==> src/rtl/pulse_pkg.sv <==
// Shared definitions for the pulse-generation path: mode count, sequencer
// state encoding and the one-hot mode decode used by the sequencer and shaper.
package pulse_pkg;

   localparam int NUM_MODES = 4;
   localparam int MODE_W    = 2;

   typedef enum logic {
      RUN = 1'b0,
      GAP = 1'b1
   } seq_state_t;

   function automatic logic [NUM_MODES-1:0] onehot(input logic [MODE_W-1:0] idx);
      logic [NUM_MODES-1:0] v;
      v      = '0;
      v[idx] = 1'b1;
      return v;
   endfunction

endpackage

==> src/rtl/rise_edge.sv <==
// Single-bit rising-edge detector. The history register resets to RESET_VAL so
// a level already high when reset releases does not count as a press.
module rise_edge #(
   parameter logic RESET_VAL = 1'b1
) (
   input  logic i_clk,
   input  logic i_rst,
   input  logic i_level,
   output logic o_rise
);

   logic r_levelQ;

   always_ff @(posedge i_clk or posedge i_rst) begin
      if (i_rst) begin
         r_levelQ <= RESET_VAL;
      end else begin
         r_levelQ <= i_level;
      end
   end

   assign o_rise = i_level & ~r_levelQ;

endmodule

==> src/rtl/mode_sequencer.sv <==
// Turns debounced Next/Previous/Auto levels into the one-hot shaper enable,
// with wrap-around stepping, timed auto-cycling and a blanking gap on every change.
module mode_sequencer #(
   parameter int AUTO_TICKS = 50_000_000,
   parameter int GAP_CYCLES = 1_000
) (
   input  logic       sysclk,
   input  logic       reset,
   input  logic       Next_deb,
   input  logic       Pre_deb,
   input  logic       Auto_deb,
   output logic [3:0] Enable_SW,
   output logic [1:0] Mode_Idx,
   output logic       Auto_On,
   output logic       Busy
);

   import pulse_pkg::*;

   localparam int DWELL_W = (AUTO_TICKS > 1) ? $clog2(AUTO_TICKS) : 1;
   localparam int GAP_W   = (GAP_CYCLES > 0) ? $clog2(GAP_CYCLES + 1) : 1;
   localparam logic [DWELL_W-1:0] DWELL_LAST = DWELL_W'(AUTO_TICKS - 1);
   localparam logic [GAP_W-1:0]   GAP_LAST   = GAP_W'((GAP_CYCLES > 0) ? GAP_CYCLES - 1 : 0);

   logic w_nextEv;
   logic w_preEv;
   logic w_autoEv;
   logic w_manual;
   logic w_advance;
   logic w_change;
   logic w_stepUp;
   logic [MODE_W-1:0] w_nextIdx;

   seq_state_t           r_state;
   logic [MODE_W-1:0]    r_idx;
   logic [NUM_MODES-1:0] r_enable;
   logic                 r_autoOn;
   logic                 r_busy;
   logic [DWELL_W-1:0]   r_dwell;
   logic [GAP_W-1:0]     r_gap;

   rise_edge #(.RESET_VAL(1'b1)) u_nextEdge (
      .i_clk(sysclk), .i_rst(reset), .i_level(Next_deb), .o_rise(w_nextEv)
   );
   rise_edge #(.RESET_VAL(1'b1)) u_preEdge (
      .i_clk(sysclk), .i_rst(reset), .i_level(Pre_deb), .o_rise(w_preEv)
   );
   rise_edge #(.RESET_VAL(1'b1)) u_autoEdge (
      .i_clk(sysclk), .i_rst(reset), .i_level(Auto_deb), .o_rise(w_autoEv)
   );

   // Simultaneous Next and Pre cancel; a manual step pre-empts an auto advance.
   assign w_manual  = w_nextEv ^ w_preEv;
   assign w_advance = r_autoOn && !w_autoEv && !w_manual &&
                      (r_state == RUN) && (r_dwell == DWELL_LAST);
   assign w_change  = w_manual | w_advance;
   assign w_stepUp  = w_manual ? w_nextEv : 1'b1;
   assign w_nextIdx = w_stepUp ? (r_idx + MODE_W'(1)) : (r_idx - MODE_W'(1));

   always_ff @(posedge sysclk or posedge reset) begin
      if (reset) begin
         r_state  <= RUN;
         r_idx    <= '0;
         r_enable <= NUM_MODES'(1);
         r_autoOn <= 1'b0;
         r_busy   <= 1'b0;
         r_dwell  <= '0;
         r_gap    <= '0;
      end else begin
         if (w_change) begin
            r_idx <= w_nextIdx;
         end

         if (w_autoEv) begin
            r_autoOn <= ~r_autoOn;
         end else if (w_manual) begin
            r_autoOn <= 1'b0;
         end

         // Dwell only runs while settled in RUN with auto already active.
         if ((r_state == RUN) && r_autoOn && !w_autoEv && !w_change) begin
            r_dwell <= r_dwell + DWELL_W'(1);
         end else begin
            r_dwell <= '0;
         end

         case (r_state)
            RUN: begin
               if (w_change) begin
                  if (GAP_CYCLES == 0) begin
                     r_enable <= onehot(w_nextIdx);
                  end else begin
                     r_state  <= GAP;
                     r_gap    <= '0;
                     r_enable <= '0;
                     r_busy   <= 1'b1;
                  end
               end
            end
            GAP: begin
               if (w_change) begin
                  r_gap <= '0;
               end else if (r_gap == GAP_LAST) begin
                  r_state  <= RUN;
                  r_gap    <= '0;
                  r_enable <= onehot(r_idx);
                  r_busy   <= 1'b0;
               end else begin
                  r_gap <= r_gap + GAP_W'(1);
               end
            end
            default: begin
               r_state <= RUN;
            end
         endcase
      end
   end

   assign Enable_SW = r_enable;
   assign Mode_Idx  = r_idx;
   assign Auto_On   = r_autoOn;
   assign Busy      = r_busy;

endmodule

==> config.mk <==
export PLATFORM = sky130hd
export DESIGN_NAME = mode_sequencer
export DESIGN_NICKNAME = d
export VERILOG_FILES = /design/src/rtl/pulse_pkg.sv /design/src/rtl/rise_edge.sv /design/src/rtl/mode_sequencer.sv
export SDC_FILE = /design/constraint.sdc
export NUM_CORES = 1
export LEC_CHECK = 0
export ABC_AREA = 1
export CAP_MARGIN = 20
export CORE_UTILIZATION = 43
export CTS_CLUSTER_SIZE = 28
export DETAILED_ROUTE_END_ITERATION = 12
export PLACE_DENSITY = 0.58
export SLEW_MARGIN = 5
export SYNTH_ARGS = -nofsm -noshare
export SYNTH_HDL_FRONTEND = slang
export SYNTH_SLANG_ARGS = --single-unit
==> constraint.sdc <==
create_clock -name sysclk -period 3.58 [get_ports sysclk]
set_input_delay 0.716 -clock sysclk [delete_from_list [all_inputs] [get_ports sysclk]]
set_output_delay 0.716 -clock sysclk [all_outputs]
set_load 0.01 [all_outputs]
==> impl_metrics.csv <==
group,metric,value,unit
clock_network,path_clk_slew,100,ps
worst_hold_path,hold_class,"flop to flop",
floorplanning,fp.dieW,80.36,um
placement,dpl.hpwl,3.797,mm
sta,layout_setup_ws,1169,ps
placement,pre_cts_ws,823.7,ps
detailed_routing,wl_per_cell,12.29,um
clock_network,cts_setup_buffers,0,
sta,setup_tns,0,ps
sta,fin_worst_skew,9.483,ps
floorplanning,die_y,80.36,um
sta,worstMarginPinSlew,481.0,ps
floorplanning,rows,28,
grt,grt-ovfl-total,0,
final_layout,antennaDiodeCount,0,
setup_path,reg2reg_slack,1560,ps
logic_synthesis,avgSynthCellArea,7.881,um2
grt,grt_max_degree,49,
final_layout,finalNonFillerCells,428,
setup_path,path_max_fanout,24,
grt,grt.total_usage,0.1867,
setup_path,required,3820,ps
clock_network,cts_sinks,48,
clock_network,cts_root_buf,"clkbuf_8",
clock_network,clk_path_buf_depth,2,
setup_path,cp-end-kind,"flop",
setup_path,worst_setup_path_start_kind,"input port",
floorplanning,core,5921,um2
floorplanning,io_pins,13,
floorplanning,initial_core_util,0.4459,
pwr,leakage,1.340,nW
grt,grt_pass1_wl,9.163,mm
logic_synthesis,synth_area_leaders,"dfrtp_1 (42%), nand2_1 (13%), nor2_1 (7.3%)",
sta,slew_headroom,0.6782,
floorplanning,die_area,6457,um2
logic_synthesis,ys.flop_type,"dfrtp_1",
clock_network,cts_hold_buf,0,
detailed_routing,vias,2055,
pwr,ir_drop,198.9,uV
sta,grt_setup_unrepaired,"false",
sta,report.final.slew_viol_count,0,
logic_synthesis,ys_seq_area_frac,0.4569,
final_layout,final_layout_size_suffix_gt1_frac,0.1218,
sta,min_period_over_period,0.6735,
logic_synthesis,synth_cell_types,30,
clock_network,numCtsBuffers,5,
logic_synthesis,synth_most_common_cell,"nand2_1",
placement,place_inst,419,
clock_network,cts-htree-levels,2,
sta,finalSetupViolCount,0,
grt,antenna_found_initial,0,
logic_synthesis,async_flop_share,1.000,
placement,port_buffers,12,
clock_network,clk_latency,310,ps
pwr,p_per_area,393.9,nW/um2
detailed_routing,drtIter0Drc,82,
final_layout,syn_to_final_growth,11.52,%
detailed_routing,viasPerCell,4.801,
sta,clock.fmax,0.4147,GHz
logic_synthesis,yosysTopAreaCell,"dfrtp_1",
logic_synthesis,yosysWarnings,0,
run,cap_violations,0,
sta,hold_viol,0,
logic_synthesis,synth_edf_count,0,
logic_synthesis,synth_common_cells,"nand2_1 (94), nor2_1 (51), dfrtp_1 (44), inv_1 (37), nand3_1 (23)",
detailed_routing,first_pass_iters,4,
detailed_routing,drtAntennaViolNets,0,
detailed_routing,drc_errors,0,
logic_synthesis,synth_nets,343,
detailed_routing,drt-total-wl,5.262,mm
final_layout,final_core_util,0.4973,
logic_synthesis,synthCells,335,
final_layout,stdcell_area,2944,um2
setup_path,critical_path_arrival,2650,ps
status,status,"complete, no violations",
clock_network,cts_tree,"built",
grt,grt_pass1_vias,1967,
placement,place_congestion,0.8585,
clock_network,cts_resized,0,
final_layout,nets,360,
setup_path,path_class,"input port to flop",
logic_synthesis,yosysTopAreaCellShare,0.4171,
sta,period_needed,2411,ps
placement,dpl_cell_area,2826,um2
logic_synthesis,syn-cell-area,2640,um2
logic_synthesis,ys_ff_latch,48,
critical path: stages:
cell and delay [ps]:
clkdlybuf4s50_1 480, nand2_1 60, ha_1 380, nand3_1 130, nor2_2 190, nand2_2 320, o21bai_1 280, nor2_1 90
area by class of cell:
cell class,instances,area [um2]
repair buffers,13,140.1
inverters,40,150.1
clock inverters,2,15.01
fillers,598,2977
flip-flops and latches,48,1206
clock buffers,6,82.58
multi-input cells,244,1256
well taps,75,93.84
cells in the final DEF (no fill, tap or decap), drive strengths merged:
| master | Yosys | layout |
|---|---|---|
| a21oi | 5 | 5 |
| and3 | 1 | 1 |
| buf | 3 | 1 |
| clkbuf | 0 | 6 |
| clkdlybuf4s50 | 0 | 12 |
| clkinvlp | 0 | 2 |
| dfrtp | 44 | 44 |
| dfstp | 4 | 4 |
| ha | 3 | 3 |
| inv | 40 | 40 |
| nand2 | 101 | 101 |
| nand3 | 26 | 26 |
| nand4 | 7 | 7 |
| nor2 | 59 | 59 |
| nor3 | 11 | 11 |
| nor3b | 5 | 5 |
| o211ai | 1 | 1 |
| o21ai | 4 | 4 |
| o21bai | 2 | 2 |
| or2 | 1 | 1 |
| xnor2 | 7 | 7 |
| xor2 | 11 | 11 |
state kept, by name, indices dropped and copies added (netlist names):
name,cells
Mode_Idx,2
u_nextEdge.r_levelQ,1
r_dwell,26
Busy,1
Auto_On,1
r_state,1
r_gap,10
u_autoEdge.r_levelQ,1
Enable_SW,4
u_preEdge.r_levelQ,1
report_power, final:
group          total, mW  internal, mW  switching, mW
sequential         0.622         0.582         0.0400
combinational      0.190        0.0835          0.106
clock              0.348         0.157          0.191
metrics by stage:
stage,hold slack (ps),power [mW]
6_report,470.7,1.160
5_1_grt,501.3,1.230
4_1_cts,473.4,1.179
3_5_place_dp,458.2,0.8234
3_3_place_gp,453.8,0.8195
2_1_floorplan,443.7,0.7520
metal layers:
layer  track usage  up-vias  wire length [um]
met3       0.03295        5               116
met5             0        -                 0
met2        0.2788       17              2312
met1        0.2657      956              2771
li1              -     1077                 -
met4       0.07321        0                61
final timing paths:
| path | from | endpoint | depth (start not counted) |
|---|---|---|---|
| worst min register to register | Enable_SW[0] | Enable_SW[0] | 2 |
| worst max register to register | u_preEdge.r_levelQ | r_dwell[21] | 7 |
| min in group asynchronous | reset | r_gap[9] | 2 |
| max in group asynchronous | reset | Enable_SW[0] | 3 |
| worst min-delay path | Enable_SW[0] | Enable_SW[0] | 2 |
| worst max-delay path | Next_deb | r_dwell[21] | 8 |
logic make-up after synthesis:
group	after synthesis	share of synthesized area
xor+xnor	18	0.05972
fa+ha+maj	3	0.01422
compound gates	12	0.02559
flops	48	0.4569
buf+inv	43	0.06729
simple gates	211	0.3763
Note: power is estimated with default switching activity, not from simulation.
